**src/rtl/pong_pkg.sv**
```systemverilog
// Shared constants and types for the pong game-state engine.
// Grid is 20x15 cells; paddles span five rows from their top position.
package pong_pkg;
  localparam int W          = 20;
  localparam int H          = 15;
  localparam int PADDLE     = 4;
  localparam int CENTER_X   = 10;
  localparam int CENTER_Y   = 7;
  localparam int PADDLE_MAX = H - 1 - PADDLE;

  typedef enum logic [1:0] {S_IDLE, S_PLAY, S_POINT, S_OVER} state_t;

  // DIR_POS is right for dx and down for dy.
  typedef enum logic {DIR_POS, DIR_NEG} dir_t;

  typedef struct packed {
    logic [4:0] x;
    logic [3:0] y;
    dir_t       dx;
    dir_t       dy;
  } ball_t;

  function automatic logic in_paddle(input logic [3:0] pos, input logic [3:0] y);
    return ({1'b0, y} >= {1'b0, pos}) && ({1'b0, y} <= {1'b0, pos} + 5'(PADDLE));
  endfunction
endpackage

```
**src/rtl/tick_gen.sv**
```systemverilog
// Free-running divider: one-cycle tick every DIV clocks (DIV >= 2).
module tick_gen #(
  parameter int DIV = 2
) (
  input  logic clk,
  input  logic rst_n,
  output logic tick
);
  localparam int CW = $clog2(DIV);

  logic [CW-1:0] cnt;

  assign tick = (cnt == CW'(DIV - 1));

  always_ff @(posedge clk or negedge rst_n)
    if (!rst_n)    cnt <= '0;
    else if (tick) cnt <= '0;
    else           cnt <= cnt + 1'b1;
endmodule

```
**src/rtl/pong_game_engine.sv**
```systemverilog
// Pong game state: ball, player/computer paddles, scores and match FSM.
// All motion advances on the game tick; outputs are grid-cell coordinates.
module pong_game_engine
  import pong_pkg::*;
#(
  parameter int TICK_DIV    = 2500000,
  parameter int COM_DIV     = 2,
  parameter int POINT_TICKS = 10,
  parameter int WIN_SCORE   = 9
) (
  input  logic       CLK_IN,
  input  logic       RESET_N,
  input  logic       btn_up,
  input  logic       btn_down,
  input  logic       btn_start,
  output logic [4:0] ballX,
  output logic [3:0] ballY,
  output logic [3:0] playerPos,
  output logic [3:0] comPos,
  output logic [3:0] playerScore,
  output logic [3:0] comScore,
  output logic       game_over
);
  localparam int CCW = $clog2(COM_DIV + 1);
  localparam int PCW = $clog2(POINT_TICKS + 1);

  logic           tick;
  logic [1:0]     up_sync, dn_sync;
  logic [2:0]     st_sync;
  logic           up_s, dn_s, start_pulse;
  state_t         state, state_nxt;
  ball_t          ball, ball_nxt;
  dir_t           serve_dx;
  logic [CCW-1:0] com_cnt;
  logic [PCW-1:0] pt_cnt;
  logic           miss_l, miss_r, pt_done, win;
  logic           play_tick, point_tick, paddle_tick, serve, clear_all;

  tick_gen #(.DIV(TICK_DIV)) u_tick (.clk(CLK_IN), .rst_n(RESET_N), .tick(tick));

  // Two-flop synchronisers; the third start flop only feeds the edge detect.
  always_ff @(posedge CLK_IN or negedge RESET_N)
    if (!RESET_N) begin
      up_sync <= '0;
      dn_sync <= '0;
      st_sync <= '0;
    end else begin
      up_sync <= {up_sync[0], btn_up};
      dn_sync <= {dn_sync[0], btn_down};
      st_sync <= {st_sync[1:0], btn_start};
    end

  assign up_s        = up_sync[1];
  assign dn_s        = dn_sync[1];
  assign start_pulse = st_sync[1] & ~st_sync[2];

  assign pt_done = (pt_cnt == PCW'(POINT_TICKS - 1));
  assign win     = (playerScore == 4'(WIN_SCORE)) || (comScore == 4'(WIN_SCORE));

  // Ball step from pre-tick values; vertical flip is applied before the move.
  always_comb begin
    ball_nxt = ball;
    miss_l   = 1'b0;
    miss_r   = 1'b0;
    if ((ball.dy == DIR_POS && ball.y == 4'(H - 1)) || (ball.dy == DIR_NEG && ball.y == 4'd0))
      ball_nxt.dy = dir_t'(~ball.dy);
    ball_nxt.y = (ball_nxt.dy == DIR_POS) ? ball.y + 4'd1 : ball.y - 4'd1;
    if (ball.dx == DIR_NEG && ball.x == 5'd1) begin
      if (in_paddle(playerPos, ball.y)) begin
        ball_nxt.dx = DIR_POS;
        ball_nxt.x  = 5'd2;
      end else begin
        ball_nxt.x = 5'd0;
        miss_l     = 1'b1;
      end
    end else if (ball.dx == DIR_POS && ball.x == 5'(W - 2)) begin
      if (in_paddle(comPos, ball.y)) begin
        ball_nxt.dx = DIR_NEG;
        ball_nxt.x  = 5'(W - 3);
      end else begin
        ball_nxt.x = 5'(W - 1);
        miss_r     = 1'b1;
      end
    end else begin
      ball_nxt.x = (ball.dx == DIR_POS) ? ball.x + 5'd1 : ball.x - 5'd1;
    end
  end

  always_ff @(posedge CLK_IN or negedge RESET_N)
    if (!RESET_N) state <= S_IDLE;
    else          state <= state_nxt;

  always_comb begin
    state_nxt = state;
    case (state)
      S_IDLE:  if (start_pulse) state_nxt = S_PLAY;
      S_PLAY:  if (tick && (miss_l || miss_r)) state_nxt = S_POINT;
      S_POINT: if (tick && pt_done) state_nxt = win ? S_OVER : S_PLAY;
      S_OVER:  if (start_pulse) state_nxt = S_IDLE;
      default: state_nxt = S_IDLE;
    endcase
  end

  always_comb begin
    game_over   = (state == S_OVER);
    play_tick   = tick && (state == S_PLAY);
    point_tick  = tick && (state == S_POINT);
    paddle_tick = tick && (state != S_OVER);
    serve       = start_pulse && (state == S_IDLE);
    clear_all   = start_pulse && (state == S_OVER);
  end

  always_ff @(posedge CLK_IN or negedge RESET_N)
    if (!RESET_N) begin
      ball        <= '{x: 5'(CENTER_X), y: 4'(CENTER_Y), dx: DIR_POS, dy: DIR_POS};
      serve_dx    <= DIR_POS;
      playerPos   <= 4'd5;
      comPos      <= 4'd5;
      playerScore <= '0;
      comScore    <= '0;
      com_cnt     <= '0;
      pt_cnt      <= '0;
    end else if (clear_all) begin
      ball        <= '{x: 5'(CENTER_X), y: 4'(CENTER_Y), dx: DIR_POS, dy: DIR_POS};
      playerPos   <= 4'd5;
      comPos      <= 4'd5;
      playerScore <= '0;
      comScore    <= '0;
    end else begin
      if (serve) begin
        ball.dx <= DIR_POS;
        ball.dy <= DIR_POS;
      end
      if (paddle_tick) begin
        if (up_s && !dn_s && playerPos != 4'd0)
          playerPos <= playerPos - 4'd1;
        else if (dn_s && !up_s && playerPos < 4'(PADDLE_MAX))
          playerPos <= playerPos + 4'd1;
      end
      if (play_tick) begin
        ball <= ball_nxt;
        if (com_cnt == CCW'(COM_DIV - 1)) begin
          com_cnt <= '0;
          if ({1'b0, comPos} + 5'd2 < {1'b0, ball.y} && comPos < 4'(PADDLE_MAX))
            comPos <= comPos + 4'd1;
          else if ({1'b0, comPos} + 5'd2 > {1'b0, ball.y} && comPos != 4'd0)
            comPos <= comPos - 4'd1;
        end else begin
          com_cnt <= com_cnt + 1'b1;
        end
        if (miss_l) begin
          serve_dx <= DIR_NEG;
          if (comScore != 4'(WIN_SCORE)) comScore <= comScore + 4'd1;
        end
        if (miss_r) begin
          serve_dx <= DIR_POS;
          if (playerScore != 4'(WIN_SCORE)) playerScore <= playerScore + 4'd1;
        end
      end
      if (point_tick) begin
        if (pt_done) begin
          pt_cnt <= '0;
          if (!win) begin
            ball.x  <= 5'(CENTER_X);
            ball.y  <= 4'(CENTER_Y);
            ball.dx <= serve_dx;
          end
        end else begin
          pt_cnt <= pt_cnt + 1'b1;
        end
      end
    end

  assign ballX = ball.x;
  assign ballY = ball.y;
endmodule
```
**config.mk**
```make
export PLATFORM = sky130hd
export DESIGN_NAME = pong_game_engine
export DESIGN_NICKNAME = d
export VERILOG_FILES = /design/src/rtl/pong_pkg.sv /design/src/rtl/tick_gen.sv /design/src/rtl/pong_game_engine.sv
export SDC_FILE = /design/constraint.sdc
export NUM_CORES = 1
export LEC_CHECK = 0
export ABC_AREA = 0
export CAP_MARGIN = 0
export CORE_MARGIN = 4
export CORE_UTILIZATION = 55
export CTS_BUF_LIST = sky130_fd_sc_hd__clkbuf_8
export CTS_CLUSTER_SIZE = 25
export DETAILED_ROUTE_END_ITERATION = 10
export MAX_ROUTING_LAYER = met4
export PLACE_DENSITY = 0.9
export SLEW_MARGIN = 10
export SYNTH_ARGS = -nofsm -noshare
export SYNTH_HDL_FRONTEND = slang
export SYNTH_SLANG_ARGS = --single-unit
```
**constraint.sdc**
```tcl
create_clock -name CLK_IN -period 3.2 [get_ports CLK_IN]
set_clock_uncertainty 0.05 [all_clocks]
set_input_delay 0.64 -clock CLK_IN [delete_from_list [all_inputs] [get_ports CLK_IN]]
set_output_delay 0.64 -clock CLK_IN [all_outputs]
set_load 0.01 [all_outputs]
```
==> out/metrics.yaml <==
status: "completed"
tritoncts: "yes"
synth_ff_type: "dfrtp_1"
overflow: 0
vias_per_cell: 5.87
reg2reg_slack_ps: 100
timing.rr.end: "comPos[3]"
first_pass_iters: 4
synth.cell_area_um2: 4110
hold_ws_ps: 183
r2r-start: "comPos[1]"
cp-end-kind: "register"
tightestPinTransition_ps: 659
grt_pass1_wl_um: 15300
wirelength_um: 9140
vias: 3335
clockRootBuffer: "clkbuf_8"
fp.dieW_um: 94.4
insertion_delay_ps: 350
ios: 31
final_common_cell: "dfrtp_1"
place_inst: 550
timing.final.crit_period_ps: 3100
nFillCells: 581
hp-class: "in2async"
design_area_um2: 4790
synth_warnings: 0
design.die.area_um2: 8910
core_um2: 7250
ir_worst_vdd_mv: 0.242
ys_seq_area_frac: 0.399
io_buffers: 30
layout.nets: 510
synth_nets: 468
cp.arrival_ps: 3290
critPathMaxFanout: 3
hpwl_um: 6730
reg2reg_depth: 11
async_flop_share: 1.00
stdcell_count: 568
n_antenna_cell: 0
worstPathRequired_ps: 3380
leakage_nw: 2.11
cts.sinks: 65
max_freq_ghz: 0.322
start_kind: "register"
grt_pass1_vias: 3295
most-common-layout-cells: "dfrtp_1 (55), ha_1 (37), nand2_1 (35), nor2_1 (33), clkdlybuf4s50_1 (29)"
cts_buffers: 9
grt_max_degree: 27
cap_violations: 0
synth-seq-cells: 65
rsz0062_at_grt: "true"
cts.reportedPaths.clkPinSlew_ps: 80
cts_max_level: 3
fin_util: 0.661
synth.avg_cell_area_um2: 9.73
timing.final.hold_violations: 0
synth_edf_count: 0
start_util: 0.566
drive_above_1_share: 0.136
setup_viol: 0
route.detailed.drc: 0
clock_path_buffers: 2
grt_usage: 0.225
syn_inst: 422
maxSlewViolCount: 0
drt_iter0_drc: 200
post_drt_wl_per_cell_um: 16.1
layout_worst_path_cycle_share: 0.970
place_congestion: 0.982
p_total_mw: 1.47
dpl_cell_area_um2: 4560
syn_to_final_growth_pct: 16.7
ys_types: 61
pwr_density_cell_nw_per_um2: 307
rows: 31
cts_hold_buf: 0
relSlewSlack: 0.561
die_height_um: 94.4
antenna_left: 0
antenna_found_initial: 0
critPathKind: "reg2reg"
[registers in the layout, indices dropped and copies added, names as in the netlist, 3 cells and up]
signal and count:
ballY 4, playerScore 4, ballX 5, comPos 4, playerPos 4, pt_cnt 4, st_sync 3, comScore 4
u_tick.cnt 22
[stage by stage]
| step | worst slack (ps) | setup TNS (ps) |
|---|---|---|
| floorplan | 38.8 | 0 |
| global placement | 146 | 0 |
| detailed placement | -27.4 | -27.4 |
| CTS | 4.56 | 0 |
| global route | -52.6 | -60.1 |
| finish | 95.1 | 0 |
[cell usage after synthesis (7+ instances only)]
library cell | instances | share of area
a21oi_1 | 19 | 0.023
buf_4 | 9 | 0.016
clkbuf_1 | 7 | 0.0064
dfrtp_1 | 56 | 0.34
dfstp_2 | 9 | 0.058
ha_1 | 38 | 0.12
inv_1 | 28 | 0.026
mux2i_1 | 7 | 0.017
nand2_1 | 35 | 0.032
nand3_1 | 20 | 0.024
nor2_1 | 33 | 0.030
nor2b_1 | 10 | 0.015
o21ai_0 | 11 | 0.013
or3_1 | 7 | 0.011
or4_1 | 7 | 0.013
xnor2_1 | 19 | 0.041
xor2_1 | 13 | 0.028
[layout make-up]
cell class                      count  area [µm²]  area share
Sequential cell                    65        1640       0.342
Tap cell                           99         124      0.0258
Inverter                           28         105      0.0219
Multi-Input combinational cell    312        2320       0.485
Clock inverter                      7        47.5     0.00992
Timing Repair Buffer               48         430      0.0898
Clock buffer                        9         124      0.0258
[cells by family after synthesis]
kind of cell,Yosys count,share of synthesized area
fa+ha+maj,41,0.130
mux,10,0.0253
xor+xnor,32,0.0683
flops,65,0.399
simple gates,158,0.206
compound gates,71,0.122
buf+inv,45,0.0497
[worst max path at each step]
stage | start | to | slack (ps) | cells after the start
6_report | comPos[1] | comPos[3] | 100 | 11
5_1_grt | comPos[2] | comPos[3] | -50 | 11
4_1_cts | comPos[2] | comPos[3] | 5 | 11
3_5_place_dp | comPos[2] | comPos[3] | -30 | 11
3_3_place_gp | comPos[2] | comPos[3] | 150 | 11
2_1_floorplan | comPos[2] | comPos[3] | 40 | 11
[routing by layer]
| metal | up-vias | track usage | share of wire |
|---|---|---|---|
| li1 | 1582 | - | - |
| met3 | 24 | 0.0390 | 0.046 |
| met2 | 99 | 0.359 | 0.49 |
| met5 | - | - | 0 |
| met1 | 1630 | 0.275 | 0.43 |
| met4 | 0 | 0.116 | 0.028 |
[worst max-delay path, cell delays in order, from the launching register on]
cell	delay, ps
dfrtp_2	430
ha_4	170
xor2_2	170
ha_1	350
a221oi_2	270
nand3_1	150
buf_4	160
ha_1	310
a21oi_2	170
mux2i_1	200
nor4b_4	240
mux2_4	330
[power by group]
part           internal (mW)  switching (mW)  total (mW)
clock                  0.279           0.338       0.616
sequential             0.826         0.00152       0.827
combinational        0.00627          0.0191      0.0254
total                   1.11           0.358        1.47
[repair_timing]
item | 4_1_cts | 5_1_grt
resized for setup | 1 | 8
endpoints found under the setup margin | 1 | 4
buffers inserted | 1 | 1
endpoints found under the hold margin | 0 | 0
pin swaps | 1 | 6
Power figures use the tool's default switching activity.
